[src/rtl/rename_issue_ctrl.sv]
// Issue sequencer: 2-entry decode FIFO, in-order ROB tag allocation,
// rename/issue strobe generation, ROB occupancy tracking and flush recovery.
module rename_issue_ctrl #(
    parameter int unsigned ROB_SZ_LOG = 4,
    parameter int unsigned INFO_W     = 64,
    parameter int unsigned FLUSH_CYC  = 1
) (
    input  logic                  clk,
    input  logic                  rst,
    input  logic                  rdy,
    input  logic                  dec_valid,
    output logic                  dec_ready,
    input  logic                  dec_rs1_hv,
    input  logic                  dec_rs2_hv,
    input  logic                  dec_rd_hv,
    input  logic [4:0]            dec_rs1,
    input  logic [4:0]            dec_rs2,
    input  logic [4:0]            dec_rd,
    input  logic [INFO_W-1:0]     dec_info,
    output logic                  run_add,
    output logic                  rs1_hv,
    output logic [4:0]            rs1,
    output logic                  rs2_hv,
    output logic [4:0]            rs2,
    output logic                  rd_hv,
    output logic [4:0]            rd,
    output logic [ROB_SZ_LOG:0]   tail,
    output logic [INFO_W-1:0]     iss_info,
    input  logic                  rs_full,
    input  logic                  commit_valid,
    input  logic                  reset,
    output logic [ROB_SZ_LOG:0]   rob_count
);

    localparam int unsigned TAG_W = ROB_SZ_LOG + 1;
    localparam logic [TAG_W-1:0] ROB_CAP = TAG_W'(1 << ROB_SZ_LOG);
    localparam logic [TAG_W-1:0] TAG_ONE = TAG_W'(1);

    typedef struct packed {
        logic              rs1_hv;
        logic [4:0]        rs1;
        logic              rs2_hv;
        logic [4:0]        rs2;
        logic              rd_hv;
        logic [4:0]        rd;
        logic [INFO_W-1:0] info;
    } dec_entry_t;

    typedef enum logic {ST_RUN, ST_FLUSH} state_t;

    state_t           state_q, state_d;
    logic [2:0]       flush_cnt_q, flush_cnt_d;
    dec_entry_t       fifo_q [2];
    logic             rd_ptr_q, rd_ptr_d;
    logic             wr_ptr_q, wr_ptr_d;
    logic [1:0]       fifo_cnt_q, fifo_cnt_d;
    logic [TAG_W-1:0] tag_q, tag_d;
    logic [TAG_W-1:0] rob_cnt_q, rob_cnt_d;

    logic       flush;
    logic       run_ok;
    logic       push;
    logic       commit;
    dec_entry_t wr_entry;
    dec_entry_t iss_entry;

    // Handshake and issue decisions; a flush cycle drops push, issue and commit.
    always_comb begin
        flush     = rdy & reset;
        run_ok    = rdy & (state_q == ST_RUN) & ~reset;
        dec_ready = run_ok & (fifo_cnt_q != 2'd2);
        run_add   = run_ok & (fifo_cnt_q != 2'd0) & ~rs_full & (rob_cnt_q < ROB_CAP);
        push      = dec_valid & dec_ready;
        commit    = rdy & ~reset & commit_valid & (rob_cnt_q != '0);
    end

    always_comb begin
        wr_entry = '{rs1_hv: dec_rs1_hv, rs1: dec_rs1, rs2_hv: dec_rs2_hv, rs2: dec_rs2,
                     rd_hv: dec_rd_hv, rd: dec_rd, info: dec_info};
        iss_entry = run_add ? fifo_q[rd_ptr_q] : '0;
        rs1_hv    = iss_entry.rs1_hv;
        rs1       = iss_entry.rs1;
        rs2_hv    = iss_entry.rs2_hv;
        rs2       = iss_entry.rs2;
        rd_hv     = iss_entry.rd_hv;
        rd        = iss_entry.rd;
        iss_info  = iss_entry.info;
        tail      = tag_q;
        rob_count = rob_cnt_q;
    end

    // Next-state: flush wins, otherwise advance only on rdy cycles.
    always_comb begin
        state_d     = state_q;
        flush_cnt_d = flush_cnt_q;
        rd_ptr_d    = rd_ptr_q;
        wr_ptr_d    = wr_ptr_q;
        fifo_cnt_d  = fifo_cnt_q;
        tag_d       = tag_q;
        rob_cnt_d   = rob_cnt_q;
        if (flush) begin
            state_d     = ST_FLUSH;
            flush_cnt_d = 3'(FLUSH_CYC);
            rd_ptr_d    = 1'b0;
            wr_ptr_d    = 1'b0;
            fifo_cnt_d  = 2'd0;
            tag_d       = TAG_ONE;
            rob_cnt_d   = '0;
        end else if (rdy) begin
            if (state_q == ST_FLUSH) begin
                if (flush_cnt_q <= 3'd1) begin
                    state_d     = ST_RUN;
                    flush_cnt_d = 3'd0;
                end else begin
                    flush_cnt_d = flush_cnt_q - 3'd1;
                end
            end
            if (push) begin
                wr_ptr_d = ~wr_ptr_q;
            end
            if (run_add) begin
                rd_ptr_d = ~rd_ptr_q;
                tag_d    = (tag_q == ROB_CAP) ? TAG_ONE : tag_q + TAG_ONE;
            end
            fifo_cnt_d = fifo_cnt_q + 2'(push) - 2'(run_add);
            rob_cnt_d  = rob_cnt_q + TAG_W'(run_add) - TAG_W'(commit);
        end
    end

    always_ff @(posedge clk) begin
        if (rst) begin
            state_q     <= ST_RUN;
            flush_cnt_q <= 3'd0;
            rd_ptr_q    <= 1'b0;
            wr_ptr_q    <= 1'b0;
            fifo_cnt_q  <= 2'd0;
            tag_q       <= TAG_ONE;
            rob_cnt_q   <= '0;
        end else begin
            state_q     <= state_d;
            flush_cnt_q <= flush_cnt_d;
            rd_ptr_q    <= rd_ptr_d;
            wr_ptr_q    <= wr_ptr_d;
            fifo_cnt_q  <= fifo_cnt_d;
            tag_q       <= tag_d;
            rob_cnt_q   <= rob_cnt_d;
        end
    end

    // Payload storage needs no reset; validity is carried by fifo_cnt_q.
    always_ff @(posedge clk) begin
        if (push) begin
            fifo_q[wr_ptr_q] <= wr_entry;
        end
    end

endmodule

[config.mk]
export PLATFORM = sky130hd
export DESIGN_NAME = rename_issue_ctrl
export DESIGN_NICKNAME = d
export VERILOG_FILES = /design/src/rtl/rename_issue_ctrl.sv
export SDC_FILE = /design/constraint.sdc
export NUM_CORES = 1
export LEC_CHECK = 0
export CAP_MARGIN = 20
export CORE_AREA = 2 2 125 127
export DETAILED_ROUTE_END_ITERATION = 6
export DIE_AREA = 0 0 127 129
export PLACE_DENSITY = 0.79
export SYNTH_ARGS = -nofsm -noshare
export SYNTH_HDL_FRONTEND = slang
export SYNTH_SLANG_ARGS = --single-unit
[constraint.sdc]
create_clock -name clk -period 8.2 [get_ports clk]
set_clock_uncertainty 0.2 [all_clocks]
set_input_delay 1.64 -clock clk [delete_from_list [all_inputs] [get_ports clk]]
set_output_delay 1.64 -clock clk [all_outputs]
set_load 0.01 [all_outputs]
==> results.cfg, run 1 <==
[clock_tree]
cts_resized = 0
clock-sinks = 183
clockBufferDepth = 2
cts_made_buffers = 17
clk_latency_ps = 410
cts_htree_levels = 4
cts_setup_buffers = 0
cts_hold_buf = 0
clk_pin_slew_worst_paths_ps = 60
cts_tree = yes
cts-root-buf = clkbuf_16

[synthesis]
synth_cell_types = 30
synth_largest_area_cell = edfxtp_1
synth_seq_area_share_pct = 73.5
syn_inst = 472
synth_top_cells_by_area = edfxtp_1, mux2i_1, dfxtp_1, nor2_1, ha_1
synth.most_common_cell = edfxtp_1
synthTopCellsByCount = edfxtp_1, nor2_1, mux2i_1
syn-cell-area_mm2 = 0.00721
yosysWarnings = 0
synth_edf_count = 164
synthArstFlopShare_pct = 0
syn_avg_cell_area_um2 = 15.3
syn-num-nets = 574
yosys_most_used_dff = edfxtp_1
ys_ff_latch = 183
synth_top_area_share_pct = 68.3

[global_routing]
grt_pass1_vias = 4511
grt_overflow = 0
grt_max_degree = 55
grt_pass1_wl_um = 22300
grt_usage_pct = 17.9
antenna_found_initial = 0

[setup_path]
cpMostUsedCell = clkdlybuf4s50_1
crit_fanout = 49
slowest_delay_ps = 820
critPathTopFamily = buffers and inverters
cp.required_ps = 6360
end_kind = output pin
crit_type = in2out
start_kind = primary input
crit_start = rdy
cp.arrival_ps = 4360
r2r-start = state_q$_SDFFE_PP0P_
path_cells = clkdlybuf4s50_1 > nor3b_2 > o211ai_4 > buf_12 > buf_4 > nor2_1 > clkdlybuf4s50_1
crit_slowest_cell = clkdlybuf4s50_1
cp_num_buf_inv = 4

[timing]
rsz0062_at_grt = no
period_needed_ps = 6200
finalSetupViolCount = 0
layout_setup_ws_ps = 2000
drv_slew = 0
hold_violations = 0
fin_crit_sh_pct = 75.6
fin_setup_tns_ps = 0
max_freq_mhz = 161
relSlewSlack_pct = 37.7
tightest_slew_ps = 934

[power_and_ir_drop]
p_per_area_mw_per_mm2 = 189
p_leak_nw = 3.15
ir_drop_mv = 0.137

[floorplanning]
ioPinCount = 183
start_util_pct = 48.2
die_w_um = 127
core_mm2 = 0.0150
fp.dieH_um = 129
die_area_mm2 = 0.0164
num_rows = 45

[job]
drv_cap = 0

[route]
routed_wl_um = 14600
drtIter0Drc = 313
drc = 0
viasPerCell = 5.08
wl_per_cell_um = 17.0
drtAntennaViolNets = 0
num_vias = 4367
dr.pass1.iters = 4

[placed_design]
pre_cts_ws_ps = 1780
gp_congestion = 0.767
portBuffers = 182
hpwl_um = 9700

[cells_and_area]
post-route-util_pct = 65.3
n_antenna_cell = 0
area_growth_syn_to_layout_pct = 35.7
drive_gt1_share_pct = 5.66
final_nets = 760

[min_path]
hp-class = reg2reg
worstHoldStart = rob_count[4]$_SDFFE_PP0P_

[outcome]
outcome = complete, no violations
## cell type report
type	instances	area (um2)
Clock buffer	19	433
Clock inverter	13	81.3
Multi-Input combinational cell	254	1800
Timing Repair Buffer	187	1870
Fill cell	1051	5190
Sequential cell	183	5310
Tap cell	188	235
Inverter	15	56.3
## logic make-up after synthesis
| family | count (synthesis) | synth area share (%) |
|---|---|---|
| DFF | 183 | 73.5 |
| and+or+nand+nor | 123 | 7.04 |
| muxes | 87 | 12.1 |
| buffers and inverters | 35 | 1.84 |
| AOI/OAI and AO/OA | 24 | 2.29 |
| adders and majority gates | 13 | 2.36 |
| xor gates and xnor gates | 7 | 0.850 |
## layer usage
layer / vias up / track usage, % / part of all wire [%]
met5: - / 0 / 0
met4: 0 / 6.27 / 1.2
met3: 14 / 5.28 / 5.6
met2: 140 / 31.2 / 52
met1: 2118 / 21.3 / 42
li1: 2095 / - / -
## final timing paths
check | end | slack [ps] | depth (start not counted)
hold reg to reg | rob_count[4]$_SDFFE_PP0P_ | 320 | 2
setup reg to reg | fifo_q[1][14]$_DFFE_PP_ | 5100 | 4
hold / removal | rob_count[4]$_SDFFE_PP0P_ | 320 | 2
setup / recovery | iss_info[57] | 2000 | 7
## tightest hold or removal path: stages, from the launching register on
cell,delay (ps)
dfxtp_1,340
nand2_1,70
mux2i_1,60
## cells in the final DEF, fill, tap and decap left out, drive strengths merged, types with 5 or more instances in the layout
cell type | Yosys | routed
mux2i | 87 | 87
a21oi | 9 | 9
ha | 12 | 12
clkdlybuf4s50 | 0 | 182
buf | 5 | 5
clkinv | 0 | 9
nor2 | 99 | 99
dfxtp | 19 | 19
clkbuf | 15 | 19
xnor2 | 7 | 7
inv | 15 | 17
edfxtp | 164 | 164
nand2 | 10 | 10
## per-stage QoR
stage               total power, mW  std cells  hold slack (ps)  cell area, um2
finish                         1.85        859              319            9790
floorplan                      1.09        472              281            7210
CTS                            1.87        858              323            9770
detailed placement             1.16        826              312            9250
global route                   1.92        859              334            9790
global placement               1.15        826              291            9250
## sequential cells by signal, summed over array words and instances, names as in the netlist, named ones only
name and flops:
fifo_q 164, rob_count 5, tail 5, flush_cnt_q 3
fifo_cnt_q 2, rd_ptr_q 1, state_q 1, wr_ptr_q 1
## power breakdown
part / switching [mW] / internal [mW] / leakage [nW]
Combinational: 0.0410 / 0.0570 / 1.26
Sequential: 0.00660 / 1.03 / 1.64
Clock: 0.330 / 0.384 / 0.250
(Power assumes the default switching activity.)
==> inputs of run 2 (changes only) <==
--- a/config.mk
+++ b/config.mk
@@ -6,10 +6,10 @@
 export NUM_CORES = 1
 export LEC_CHECK = 0
 export CAP_MARGIN = 20
-export CORE_AREA = 2 2 125 127
+export CORE_AREA = 2 2 132 134
 export DETAILED_ROUTE_END_ITERATION = 6
-export DIE_AREA = 0 0 127 129
-export PLACE_DENSITY = 0.79
+export DIE_AREA = 0 0 134 136
+export PLACE_DENSITY = 0.74
 export SYNTH_ARGS = -nofsm -noshare
 export SYNTH_HDL_FRONTEND = slang
 export SYNTH_SLANG_ARGS = --single-unit
==> constraint.sdc (replaced) <==
create_clock -name clk -period 5.5 [get_ports clk]
set_clock_uncertainty 0.2 [all_clocks]
set_input_delay 1.1 -clock clk [delete_from_list [all_inputs] [get_ports clk]]
set_output_delay 1.1 -clock clk [all_outputs]
set_load 0.01 [all_outputs]
==> run 2 against run 1 <==
Effect of this change:
- wire length is 0.99% lower
- design area grew 2.3%
- worst setup slack lost 1000 ps
- global-route usage fell by 1.7 points
- largest power group unchanged
==> results.cfg, run 2 (synthesized netlist as in run 1, its figures left out) <==
[power_and_ir_drop]
power_frac_seq_pct = 50.6
switching_share_pct = 18.9
p_int_mw = 2.48
comb_power_share_pct = 4.8
switchingPower_uw = 578
p_leak_nw = 3.24
ir_drop_mv = 0.204
clockPowerShare_pct = 44.5
p_per_area_mw_per_mm2 = 306

[cells_and_area]
fillers = 1275
regMostFlops = fifo_q
post-route-util_pct = 59.3
layout_common_cells = clkdlybuf4s50_1, edfxtp_1, nor2_1, mux2i_1, dfxtp_1
drive_gt1_share_pct = 6.68
final_nets = 763
seqCellArea_mm2 = 0.00531
final_common_cell = clkdlybuf4s50_1
multi_input_area_mm2 = 0.00180
fin_area_mm2 = 0.0100
largest_reg_flops = 164
area_growth_syn_to_layout_pct = 38.8

[global_routing]
grt_overflow = 0
grt_max_degree = 54
grt_pass1_vias = 4635
antenna_found_initial = 1
grt_pass1_wl_um = 22500
grt_usage_pct = 16.1

[setup_path]
start_kind = primary input
cp.arrival_ps = 3230
critPathTopFamily = buffers and inverters
timing.reg2reg.setup_slack_ps = 2570
crit_start = reset
timing.rr.end = rob_count[4]$_SDFFE_PP0P_
crit_fanout = 37
cpMostUsedCell = clkdlybuf4s50_1
end_kind = output pin
crit_end = run_add
reg2regPathDepth = 10
crit_type = in2out
path_cells = clkdlybuf4s50_1 > nor3b_2 > o211ai_4 > buf_4 > inv_1 > clkdlybuf4s50_1
crit_slowest_cell = clkdlybuf4s50_1
cp.required_ps = 4200
r2r-start = state_q$_SDFFE_PP0P_
cp_num_buf_inv = 4
slowest_delay_ps = 600
path_depth = 6

[placed_design]
gp_congestion = 0.743
hpwl_um = 9780
dpl_cell_area_mm2 = 0.00934
portBuffers = 182

[route]
drtIter0Drc = 280
drtAntennaViolNets = 0
routed_wl_um = 14500
viasPerCell = 4.88
num_vias = 4394
wl_per_cell_um = 16.1
drc = 0
dr.pass1.iters = 4

[clock_tree]
cts_htree_levels = 4
clock-sinks = 183
clk_pin_slew_worst_paths_ps = 60
cts_hold_buf = 0
cts_setup_buffers = 0
clockBufferDepth = 2
cts-root-buf = clkbuf_16
clk_latency_ps = 420
cts_tree = yes
cts_resized = 0
cts_made_buffers = 17

[floorplanning]
ioPinCount = 183
core_mm2 = 0.0169
start_util_pct = 42.7
die_w_um = 134
num_rows = 48
die_area_mm2 = 0.0182
fp.dieH_um = 136

[timing]
holdWs_ps = 323
hold_violations = 0
finalSetupViolCount = 0
relSlewSlack_pct = 55.9
rsz0062_at_grt = no
fin_setup_tns_ps = 0
period_needed_ps = 4530
max_freq_mhz = 221
drv_slew = 0
tightest_slew_ps = 661
fin_crit_sh_pct = 82.4

[min_path]
hp-class = reg2reg
hold_path_depth = 2

[job]
drv_cap = 0

[outcome]
outcome = complete, no violations
run 2: power by group through the flow:
stage          logic (mW)  clock network, mW  registers, mW
3_5_place_dp        0.148                  0           1.58
6_report            0.148               1.36           1.55
3_3_place_gp        0.141                  0           1.58
2_1_floorplan      0.0493                  0           1.58
4_1_cts             0.149               1.40           1.55
5_1_grt             0.161               1.45           1.55
run 2: metal layers:
metal / track usage (%) / wire, um
met2: 27.7 / 7270
met3: 4.44 / 865
met1: 18.9 / 6030
met4: 7.62 / 331
met5: 0 / 0
run 2: worst min path at each step:
stage	from	to
3_3_place_gp	tail[4]$_SDFFE_PP0P_	tail[4]$_SDFFE_PP0P_
2_1_floorplan	rd_ptr_q$_SDFFE_PP0P_	flop
3_5_place_dp	rd_ptr_q$_SDFFE_PP0P_	rd_ptr_q$_SDFFE_PP0P_
5_1_grt	tail[4]$_SDFFE_PP0P_	tail[4]$_SDFFE_PP0P_
4_1_cts	rd_ptr_q$_SDFFE_PP0P_	rd_ptr_q$_SDFFE_PP0P_
6_report	rd_ptr_q$_SDFFE_PP0P_	rd_ptr_q$_SDFFE_PP0P_
run 2: worst reg2reg max path: cells and delay by family (launching register included):
family	cells	cell delay [ps]
DFF	1	420
and+or+nand+nor	1	110
buffers and inverters	2	640
adders and majority gates	2	730
muxes	2	390
AOI/OAI and AO/OA	3	360
run 2: area by class of cell:
| type | count | share of cell area [%] |
|---|---|---|
| repair buffers | 190 | 18.9 |
| clock inverters | 14 | 2.41 |
| inverters | 15 | 0.562 |
| flip-flops and latches | 183 | 53.0 |
| well taps | 225 | 2.81 |
| diodes | 1 | 0.0250 |
| clock buffers | 18 | 4.29 |
| multi-input cells | 254 | 18.0 |
run 2: stage by stage:
stage                     power [mW]  std cells  setup slack, ps
after global placement          1.72        867             1030
after detailed placement        1.73        867              991
final                           3.06        900              970
after CTS                       3.10        899              957
after floorplan                 1.63        472             -168
after global routing            3.16        900              874
==> inputs of run 3 (changes only) <==
==> constraint.sdc (replaced) <==
create_clock -name clk -period 3.9 [get_ports clk]
set_clock_uncertainty 0.2 [all_clocks]
set_input_delay 0.78 -clock clk [delete_from_list [all_inputs] [get_ports clk]]
set_output_delay 0.78 -clock clk [all_outputs]
set_load 0.01 [all_outputs]
==> run 3 against run 2 <==
Effect of this change:
- total power rose by 32%
- non-clock buffer count rose by 3
- global-route usage barely moved
- via count increased by 1.3%
- wire length is 1.5% higher
- critical path depth unchanged
- final cell count grew 0.33%
- largest power group unchanged
==> results.cfg, run 3 (synthesized netlist as in run 1, its figures left out) <==
[clock_tree]
cts-root-buf = clkbuf_16
cts_resized = 0
clockBufferDepth = 2
cts_htree_levels = 4
clock-sinks = 183
clk_pin_slew_worst_paths_ps = 60
clk_latency_ps = 420
cts_made_buffers = 17
cts_hold_buf = 0
cts_tree = yes
cts_setup_buffers = 0

[placed_design]
gp_congestion = 0.796
portBuffers = 182
dpl_cell_area_mm2 = 0.00940
dp.cells = 870
pre_cts_ws_ps = 124
hpwl_um = 9840

[global_routing]
grt_overflow = 0
grt_usage_pct = 16.1
use_met3_pct = 3.95
grt_util_met2_pct = 27.7
grt.busiest_layer = met2
grt_pass1_vias = 4542
antenna_found_initial = 1
grt_max_degree = 67
use_met1_pct = 19.7
grt_pass1_wl_um = 22600

[setup_path]
path_cells = clkdlybuf4s50_1 > nor3b_2 > o211ai_4 > buf_12 > nor2_1 > clkdlybuf4s50_1
crit_fanout = 66
crit_type = in2out
cpMostUsedCell = clkdlybuf4s50_1
start_kind = primary input
slowest_delay_ps = 570
crit_slowest_cell = clkdlybuf4s50_1
cp_num_buf_inv = 3
end_kind = output pin
cp.arrival_ps = 2800
cp.required_ps = 2920
critPathTopFamily = buffers and inverters

[outcome]
outcome = complete, no violations

[floorplanning]
ioPinCount = 183
die_area_mm2 = 0.0182
start_util_pct = 42.7
fp.dieH_um = 136
core_mm2 = 0.0169
die_w_um = 134
num_rows = 48

[timing]
drv_slew = 0
hold_violations = 0
max_freq_mhz = 264
relSlewSlack_pct = 68.7
rsz0062_at_grt = no
layout_setup_ws_ps = 117
fin_crit_sh_pct = 97.0
finalSetupViolCount = 0
holdWs_ps = 316
period_needed_ps = 3780
tightest_slew_ps = 469

[job]
drv_cap = 0

[cells_and_area]
final_nets = 766
regMostFlops = fifo_q
final_cells = 903
largest_reg_flops = 164
post-route-util_pct = 59.1
final_common_cell = clkdlybuf4s50_1
layout_common_cells = clkdlybuf4s50_1, edfxtp_1, nor2_1, mux2i_1, dfxtp_1
fillers = 1294
fin_area_mm2 = 0.00997
area_growth_syn_to_layout_pct = 38.2
drive_gt1_share_pct = 7.09

[route]
drtAntennaViolNets = 0
num_vias = 4452
drc = 0
routed_wl_um = 14700
viasPerCell = 4.93
wl_per_cell_um = 16.3
dr.pass1.iters = 5
drtIter0Drc = 242

[power_and_ir_drop]
ir_drop_mv = 0.278
p_leak_nw = 3.22
p_per_area_mw_per_mm2 = 405

[min_path]
hp-class = reg2reg
run 3: cell types whose count changed in the layout (fill, tap and decap cells not counted), sizes merged:
cell | before | now
inv | 19 | 22
clkinv | 3 | 4
clkinvlp | 1 | 3
clkbuf | 18 | 17
buf | 8 | 11
bufinv | 6 | 1
run 3: path summary, 6_finish.rpt:
path                               endpoint                       from  cells past startpoint  slack, ps
setup / recovery                iss_info[9]                      reset                      6        120
hold / removal        rd_ptr_q$_SDFFE_PP0P_      rd_ptr_q$_SDFFE_PP0P_                      2        320
setup reg to reg  rob_count[4]$_SDFFE_PP0P_  rob_count[3]$_SDFFE_PP0P_                     12        970
hold reg to reg       rd_ptr_q$_SDFFE_PP0P_      rd_ptr_q$_SDFFE_PP0P_                      2        320
run 3: cell type report:
type | instances | area, um2 | area share (%)
Tap cell | 225 | 282 | 2.82
Inverter | 15 | 56.3 | 0.565
Timing Repair Buffer | 193 | 1950 | 19.6
Antenna cell | 1 | 2.50 | 0.0251
Clock inverter | 15 | 144 | 1.44
Multi-Input combinational cell | 254 | 1800 | 18.0
Sequential cell | 183 | 5310 | 53.2
Clock buffer | 17 | 425 | 4.27
run 3: tightest hold or removal path: cells and delay by family, from the launching register on:
family	cells	cell delay, ps
AND/OR/NAND/NOR	1	70
flip-flops	1	320
XOR/XNOR	1	80
run 3: where the power goes:
part / internal, mW / switching, mW
combinational: 0.123 / 0.0886
clock: 0.897 / 0.748
sequential: 2.17 / 0.0134
run 3: per-layer routing:
layer,routed length [um],vias up
met5,0,-
met4,293,0
met3,868,20
met2,7580,156
met1,5970,2167
li1,-,2109
run 3: metrics by stage:
stage / total power [mW] / setup TNS, ps
final: 4.04 / 0
after global routing: 4.18 / 0
after CTS: 4.09 / 0
after detailed placement: 2.44 / 0
after global placement: 2.43 / 0
after floorplan: 2.30 / -15660
